**config.mk**
```make
export PLATFORM = sky130hd
export DESIGN_NAME = prio_grant_ctrl
export DESIGN_NICKNAME = d
export VERILOG_FILES = /design/src/rtl/prio_grant_ctrl.sv
export SDC_FILE = /design/constraint.sdc
export NUM_CORES = 1
export LEC_CHECK = 0
export ABC_AREA = 1
export CAP_MARGIN = 10
export CORE_MARGIN = 4
export CORE_UTILIZATION = 52
export DETAILED_ROUTE_END_ITERATION = 10
export GPL_ROUTABILITY_DRIVEN = 1
export PLACE_DENSITY_LB_ADDON = 0.05
export SKIP_LAST_GASP = 1
export SLEW_MARGIN = 20
export SYNTH_ARGS = -nofsm -noshare
export SYNTH_HDL_FRONTEND = slang
export SYNTH_SLANG_ARGS = --single-unit
```
**constraint.sdc**
```tcl
create_clock -name clk -period 3.9 [get_ports clk]
set_input_delay 0.78 -clock clk [delete_from_list [all_inputs] [get_ports clk]]
set_output_delay 0.78 -clock clk [all_outputs]
set_load 0.05 [all_outputs]
```
**src/rtl/prio_grant_ctrl.sv**
```systemverilog
// 4-master priority grant controller: aged priorities, registered one-hot grant held
// until done or withdraw, with a watchdog that forces release of a stuck grant.
module prio_grant_ctrl #(
    parameter int AGE_TH  = 8,
    parameter int TIMEOUT = 255,
    parameter int TW      = 8
) (
    input  logic       clk,
    input  logic       rst,
    input  logic [3:0] M,
    input  logic [2:0] P0,
    input  logic [2:0] P1,
    input  logic [2:0] P2,
    input  logic [2:0] P3,
    input  logic       done,
    output logic [3:0] gnt,
    output logic       gnt_vld,
    output logic [1:0] gnt_id,
    output logic       timeout_err
);

    localparam int AW = (AGE_TH > 1) ? $clog2(AGE_TH) : 1;

    typedef enum logic {
        IDLE  = 1'b0,
        GRANT = 1'b1
    } state_t;

    state_t        state, state_nxt;
    logic [3:0]    gnt_nxt;
    logic [1:0]    id_nxt;
    logic          vld_nxt;
    logic          to_nxt;
    logic [TW-1:0] tcnt, tcnt_nxt;

    logic [2:0]    p    [4];
    logic [2:0]    age  [4];
    logic [AW-1:0] wcnt [4];
    logic [3:0]    sum  [4];
    logic [2:0]    eff  [4];

    logic [1:0]    win_id;
    logic [2:0]    win_eff;
    logic          win_hit;
    logic          grant_now;
    logic          rel;

    assign p[0] = P0;
    assign p[1] = P1;
    assign p[2] = P2;
    assign p[3] = P3;

    // Age is added in 4 bits so the saturation to 7 is exact.
    always_comb begin
        for (int i = 0; i < 4; i++) begin
            sum[i] = {1'b0, p[i]} + {1'b0, age[i]};
            eff[i] = sum[i][3] ? 3'd7 : sum[i][2:0];
        end
    end

    // Strict greater-than keeps the lowest index on ties.
    always_comb begin
        win_id  = 2'd0;
        win_eff = 3'd0;
        win_hit = 1'b0;
        for (int i = 0; i < 4; i++) begin
            if (M[i] && (!win_hit || (eff[i] > win_eff))) begin
                win_hit = 1'b1;
                win_eff = eff[i];
                win_id  = 2'(i);
            end
        end
    end

    assign grant_now = (state == IDLE) && win_hit;

    always_comb begin
        state_nxt = state;
        gnt_nxt   = gnt;
        id_nxt    = gnt_id;
        vld_nxt   = gnt_vld;
        to_nxt    = 1'b0;
        tcnt_nxt  = tcnt;
        rel       = 1'b0;
        case (state)
            IDLE: begin
                gnt_nxt  = 4'd0;
                id_nxt   = 2'd0;
                vld_nxt  = 1'b0;
                tcnt_nxt = '0;
                if (win_hit) begin
                    state_nxt = GRANT;
                    gnt_nxt   = 4'b0001 << win_id;
                    id_nxt    = win_id;
                    vld_nxt   = 1'b1;
                end
            end
            GRANT: begin
                rel = done || !M[gnt_id] || (tcnt == TW'(TIMEOUT - 1));
                if (rel) begin
                    state_nxt = IDLE;
                    gnt_nxt   = 4'd0;
                    id_nxt    = 2'd0;
                    vld_nxt   = 1'b0;
                    tcnt_nxt  = '0;
                    // done and withdraw take precedence over the watchdog
                    to_nxt    = !done && M[gnt_id];
                end else begin
                    tcnt_nxt = tcnt + 1'b1;
                end
            end
            default: begin
                state_nxt = IDLE;
                gnt_nxt   = 4'd0;
                id_nxt    = 2'd0;
                vld_nxt   = 1'b0;
                tcnt_nxt  = '0;
            end
        endcase
    end

    always_ff @(posedge clk or posedge rst) begin
        if (rst) begin
            state       <= IDLE;
            gnt         <= 4'd0;
            gnt_id      <= 2'd0;
            gnt_vld     <= 1'b0;
            timeout_err <= 1'b0;
            tcnt        <= '0;
        end else begin
            state       <= state_nxt;
            gnt         <= gnt_nxt;
            gnt_id      <= id_nxt;
            gnt_vld     <= vld_nxt;
            timeout_err <= to_nxt;
            tcnt        <= tcnt_nxt;
        end
    end

    always_ff @(posedge clk or posedge rst) begin
        if (rst) begin
            for (int i = 0; i < 4; i++) begin
                age[i]  <= 3'd0;
                wcnt[i] <= '0;
            end
        end else begin
            for (int i = 0; i < 4; i++) begin
                if (!M[i] || gnt[i] || (grant_now && (win_id == 2'(i)))) begin
                    age[i]  <= 3'd0;
                    wcnt[i] <= '0;
                end else if (wcnt[i] == AW'(AGE_TH - 1)) begin
                    wcnt[i] <= '0;
                    if (age[i] != 3'd7) age[i] <= age[i] + 3'd1;
                end else begin
                    wcnt[i] <= wcnt[i] + 1'b1;
                end
            end
        end
    end

endmodule

```
# Word-level counts from Yosys, hierarchy flattened
# Cells that the tools add are included.
totals:
  input_bits: 19
  ff_bits: 41
  word_cells: 141
op_classes:
  addsub: 13
  n_lt_le_gt_ge: 4
  mux: 51
  shifts: 1
  eq_ne: 13
  reduce_logical: 44
  bitwise: 1
op_table:
  columns: ["operator", "n"]
  rows:
  - ["two-way mux 3 bit", 27]
  - ["adder 3 x 1 -> 3 bit (second input constant)", 8]
  - ["adder 3 x 3 -> 4 bit", 4]
  - ["case mux 8 bit (2 select lines)", 1]
  - ["nonzero test 2 bit", 8]
  - ["logical OR 1 bit", 13]
  - ["equality test 3 bit (second input constant)", 4]
  - ["!= test 3 bit (second input constant)", 4]
  - ["two-way mux 1 bit", 11]
  - ["> comparator 3 bit", 3]
  - ["logical AND 1 bit", 9]
  - ["zero test 1 bit", 9]
  - ["adder 8 x 1 -> 8 bit (second input constant)", 1]
  - ["equality test 8 bit (second input constant)", 1]
  - ["two-way mux 2 bit", 4]
  - ["two-way mux 4 bit", 2]
  - ["two-way mux 8 bit", 1]
  - ["case mux 4 bit (2 select lines)", 1]
  - ["AND reduction 2 bit", 4]
  - ["equality test 2 bit (second input constant)", 2]
  - ["case mux 1 bit (2 select lines)", 2]
  - ["case mux 2 bit (2 select lines)", 1]
  - ["left shift 1 x 2 -> 4 bit (first input constant)", 1]
  - ["< comparator 2 x 3 -> 1 bit (second input constant)", 1]
  - ["5 further kinds", 5]

# Depth between registers and ports, before layout
# Gate-level depths: netlist of run 1.
logic_depth:
  word_depth: 20
  mapped_depth: 35

# Worst setup path after synthesis of run 1
# No wires, ideal clock.
synth_timing:
  path_type: "input -> register"
  start: "in P0[0]"
  end: "reg age[6] (netlist bit)"
  stages: 32
  slack_ns: -0.513
  n_path_buf: 0
  arrival_ns: 4.291
  setup_time_ns: 0.121
  cell_sequence: "ha_1 inv_1 fa_1 xor2_1 a21oi_1 inv_1 ha_1 a21oi_1 nand2_1 nand2_1 nand2_1 nand2_2 nand2_1 nand2_1 ha_1 a21oi_1 nand2_1 nand2_1 nand2_1 nand2_2 inv_2 nand2_1 nand2_1 ha_1 a21oi_1 nand2_1 nand2_1 nand2_1 nand2_1 nand4_1 nand2_1 nor2_1"
synth_via:
  elab_chain_len: 20
  word_cells_on_any_way: 30
  cone_classes: "add/sub: 1; order compare: 3; eq/ne: 1; mux: 11; reduce/logical: 14"
synth_lines:
  columns: ["element", "line_no", "source"]
  rows:
  - ["start: declaration", "11", "input logic [2:0] P0,"]
  - ["adder 3 x 3 -> 4 bit (*)", "56", "sum[i] = {1'b0, p[i]} + {1'b0, age[i]};"]
  - ["two-way mux 3 bit (*)", "57", "eff[i] = sum[i][3] ? 3'd7 : sum[i][2:0];"]
  - ["two-way mux 3 bit (*)", "67", "if (M[i] && (!win_hit || (eff[i] > win_eff))) begin"]
  - ["> comparator 3 bit", "67", null]
  - ["logical OR 1 bit", "67", null]
  - ["logical AND 1 bit", "67", null]
  - ["two-way mux 3 bit or two-way mux 1 bit (tied branches)", "67", null]
  - ["> comparator 3 bit or zero test 1 bit (tied branches)", "67", null]
  - ["[... 4 more ...]", null, null]
  - ["logical OR 1 bit", "67", null]
  - ["logical AND 1 bit", "67", null]
  - ["two-way mux 2 bit or two-way mux 1 bit (tied branches)", "67", null]
  - ["equality test 2 x 1 -> 1 bit or logical AND 1 bit (tied branches)", "148, 75", null]
  - ["logical AND 1 bit (*)", "148", "if (!M[i] || gnt[i] || (grant_now && (win_id == 2'(i)))) begin"]
  - ["logical OR 1 bit (*)", "148", null]
  - ["nonzero test 2 bit (no line)", null, null]
  - ["AND reduction 2 bit (no line)", null, null]
  - ["end signal: indexed assignment", "143", "age[i] <= 3'd0;"]
  - ["end signal: indexed assignment", "149", "age[i] <= 3'd0;"]
  - ["end: declaration", "37", "logic [2:0] age [4];"]
# Every way passes the cells marked *; elsewhere a longest branch is shown, timed or not.
# A chain may end at the register's enable or synchronous reset.

# Final worst setup path of run 1
layout_timing:
  start: "in P1[0]"
  end: "reg age[7] (netlist bit)"
layout_via:
  elab_chain_len: 19
  word_cells_on_any_way: 29
  cone_classes: "add/sub: 1; order compare: 3; eq/ne: 1; mux: 10; reduce/logical: 14"
layout_lines:
  columns: ["element", "line_no", "source"]
  rows:
  - ["start: declaration", "12", "input logic [2:0] P1,"]
  - ["adder 3 x 3 -> 4 bit (*)", "56", null]
  - ["two-way mux 3 bit (*)", "57", null]
  - ["> comparator 3 bit", "67", null]
  - ["logical OR 1 bit", "67", null]
  - ["logical AND 1 bit", "67", null]
  - ["two-way mux 3 bit or two-way mux 1 bit (tied branches)", "67", null]
  - ["> comparator 3 bit or zero test 1 bit (tied branches)", "67", null]
  - ["logical OR 1 bit", "67", null]
  - ["[... 3 more ...]", null, null]
  - ["logical OR 1 bit", "67", null]
  - ["logical AND 1 bit", "67", null]
  - ["two-way mux 2 bit or two-way mux 1 bit (tied branches)", "67", null]
  - ["equality test 2 x 1 -> 1 bit or logical AND 1 bit (tied branches)", "148, 75", null]
  - ["logical AND 1 bit (*)", "148", null]
  - ["logical OR 1 bit (*)", "148", null]
  - ["nonzero test 2 bit (no line)", null, null]
  - ["AND reduction 2 bit (no line)", null, null]
# Marked as above.

==> results of run 1 <==
tightest hold or removal path, stage by stage (launching register included):
cell,delay [ns]
dfrtp_1,0.35
nand2_1,0.05
nand2_1,0.05
repair_timing:
item,in CTS,in global routing
endpoints found under the setup margin,30,30
resized for setup,53,13
pin swaps,51,11
setup buffers,12,1
power breakdown:
group / internal, mW / switching, mW / total, mW
sequential: 0.489 / 0.0483 / 0.537
clock: 0.192 / 0.154 / 0.346
combinational: 0.222 / 0.334 / 0.555
worst max-delay path by stage:
| stage | from | end | slack, ns | cells after the start |
|---|---|---|---|---|
| global route | P0[0] | age[8] | -0.64 | 33 |
| CTS | P0[0] | wcnt[6] | -0.31 | 33 |
| detailed placement | P0[0] | wcnt[6] | -1.18 | 33 |
| finish | P1[0] | age[7] | -0.42 | 32 |
| floorplan | P0[0] | age[6] | -0.29 | 32 |
| global placement | P0[0] | wcnt[6] | -1.06 | 33 |
placed cells by master, fill, tap and decap left out, types with 2 or more instances in the layout:
master           count
nand2_1             47
fa_1                 2
buf_2                3
nand3_2              7
nand2_4              4
clkbuf_8             5
xor2_1               9
o21ai_1              3
dlygate4sd2_1        2
inv_2               11
a21oi_4              2
or2_2                5
nand3_1              9
nor2_1              26
o211ai_1             2
nor2_2              10
ha_4                12
inv_1               45
xnor2_1              2
dfrtp_1             41
nand2_2             14
clkdlybuf4s50_1     20
mux2_2               4
buf_4               39
fa_2                 2
a21oi_1              8
a21oi_2              8
nand4_1              4
o21ai_2              5
ha_1                27
Yosys cell counts:
| library cell | number |
|---|---|
| o21a_1 | 1 |
| o21ai_0 | 2 |
| a21oi_1 | 15 |
| nor2_2 | 7 |
| nand3b_1 | 1 |
| nand3_1 | 14 |
| inv_1 | 50 |
| a31oi_1 | 1 |
| xor2_1 | 10 |
| o21ai_2 | 1 |
| nand2_2 | 3 |
| nand2_1 | 62 |
| a21o_1 | 1 |
| dfrtp_1 | 41 |
| mux2_2 | 4 |
| or2_2 | 5 |
| nand4_1 | 4 |
| ha_1 | 39 |
| a21oi_2 | 3 |
| nand3_2 | 2 |
| buf_6 | 1 |
| xnor2_1 | 2 |
| inv_2 | 6 |
| o21bai_1 | 1 |
| o211ai_1 | 2 |
| nor2_1 | 29 |
| or2_1 | 1 |
| o21ai_1 | 5 |
| fa_1 | 4 |
| nor3_2 | 1 |
metrics by stage:
step / worst slack [ns] / setup TNS [ns]
6_report: -0.415 / -10.18
5_1_grt: -0.637 / -16.82
4_1_cts: -0.307 / -7.10
3_5_place_dp: -1.18 / -32.61
3_3_place_gp: -1.06 / -28.89
2_1_floorplan: -0.293 / -6.86
logic make-up after synthesis:
family / Yosys count / synth area share [%]
AND/OR/NAND/NOR: 129 / 21.0
buffers and inverters: 57 / 8.12
adder cells (fa/ha/maj): 43 / 20.8
flip-flops: 41 / 37.6
AO/OA/AOI/OAI: 32 / 6.92
XOR/XNOR: 12 / 3.85
multiplexers: 4 / 1.65
registers in the layout (all words and copies together), names as in the netlist:
signal / cells
age: 12
gnt: 4
gnt_id: 2
gnt_vld: 1
state: 1
tcnt: 8
timeout_err: 1
wcnt: 12
metal layers:
metal	track usage (%)	vias to the layer above	share of wire [%]
li1	-	1149	-
met1	24.7	1017	47
met2	32.9	29	50
met3	3.59	4	2.5
met4	5.41	0	0.72
met5	0	-	0
area by class of cell:
cell class / count / area share, %
clock buffer: 5 / 1.83
clock inverter: 3 / 1.16
inverter: 56 / 5.59
multi-input combinational: 220 / 47.6
sequential: 41 / 27.3
tap: 70 / 2.33
timing repair buffer: 65 / 14.3
==> reports/qor.yml, run 1 <==
setup_path:
  r2r_start: "age[9]"
  max_stage_delay_ns: 0.38
  path_delay_family: "simple AND/OR/NAND/NOR gates"
  cp.required_ns: 4.08
  worst-path-buf-inv: 3
  crit_path_frequent_cell: "nand2_2"
  critPathSlowestCell: "fa_2"
  reg2reg_setup_slack_ns: -0.28
  critPathKind: "input port to flip-flop"
  critPathLaunchType: "input port"
  path_max_fanout: 6
  r2r_end: "age[7]"
  cp-end-kind: "flip-flop"
  arrival_ns: 4.50
  rr_worst_depth: 32
yosys:
  synth_nets: 380
  syn_area_sq_um: 2730
  yosys_warnings: 0
  yosys.cell_types.count: 30
  ys_ff_latch: 41
  syn_area_per_cell_sq_um: 8.58
  synthDominantCellAreaShare_pct: 37.6
  synthCells: 318
  synth_area_leaders: "dfrtp_1 38%, ha_1 18%, nand2_1 8.5%"
  synth.largest_area_cell: "dfrtp_1"
  yosysSeqAreaShare_pct: 37.6
cells_and_area:
  area_growth_pct: 37.9
  post-route-util_pct: 73.7
  multi_input_area_sq_um: 1790
  layout-drive-gt1-share_pct: 35.1
  nNetsFinal: 451
  seq_area_sq_um: 1030
  n_fill_cell: 374
  fin_cells: 460
  final_area_sq_um: 3760
  diodes: 0
power_and_ir_drop:
  p_leak_nw: 1.88
  powerDensity_nw_per_um2: 382
  peakVddDrop_v: 0.000367
  totalPowerFinal_mw: 1.44
placed_design:
  port_buffers: 26
  gp_congestion: 0.856
  placed_cell_area_sq_um: 3350
  dp_cells: 439
  dp_hpwl_mm: 4.13
run:
  cap_violations: 0
cts:
  cts_made_buffers: 5
  cts_sinks: 41
  cts_buffer_depth: 2
  htree_levels: 2
  postCtsHoldBufs: 0
  path_clk_slew_ns: 0.08
  cts_root_buf: "clkbuf_8"
  clock_latency_ns: 0.29
  cts_tree: "built"
sta:
  tightest_slew_ns: 0.892
  drv_slew: 0
  skew_ns: 0.00586
  fin_hold_ws_ns: 0.481
  layout_min_cycle_time_ns: 4.32
  grt_setup_unrepaired: "true"
  slew_headroom_pct: 40.5
  setup_viol: 30
  fmax_mhz: 232
  fin_crit_sh_pct: 111
  finalHoldViolations: 0
  fin_ws_ns: -0.415
min_path:
  hold_class: "flip-flop to flip-flop"
  worst_hold_path.endpoint: "gnt_vld"
  worstHoldPathCells: 2
  worstHoldStart: "gnt_vld"
status:
  status: "finished with violations"
  violations: "negative setup slack"
global_route:
  grt_max_degree: 24
  grt_pass1_vias: 2272
  grt_pass1_wl_mm: 9.75
  overflow: 0
  antenna_found_initial: 0
  grtUsageTotal_pct: 19.2
detailed_routing:
  wl_mm: 5.67
  drt_first_pass_iters: 4
  route.vias.total: 2199
  wire_per_inst_um: 12.3
  post_drt_via_cell_ratio: 4.78
  ant_nets: 0
  drtIter0Drc: 53
  drc: 0
die:
  die_area_sq_um: 6470
  die_w_um: 80.4
  die_y_um: 80.4
  initial_utilization_pct: 53.4
  ios: 27
  rows: 26
  core_area_sq_um: 5110
Power figures use the tool's default switching activity.
==> run 2: changes to the inputs <==
CTS_CLUSTER_DIAMETER = 30   (was not set)
==> results of run 2 <==
No change in the layout: final DEF, timing and power equal those of run 1.
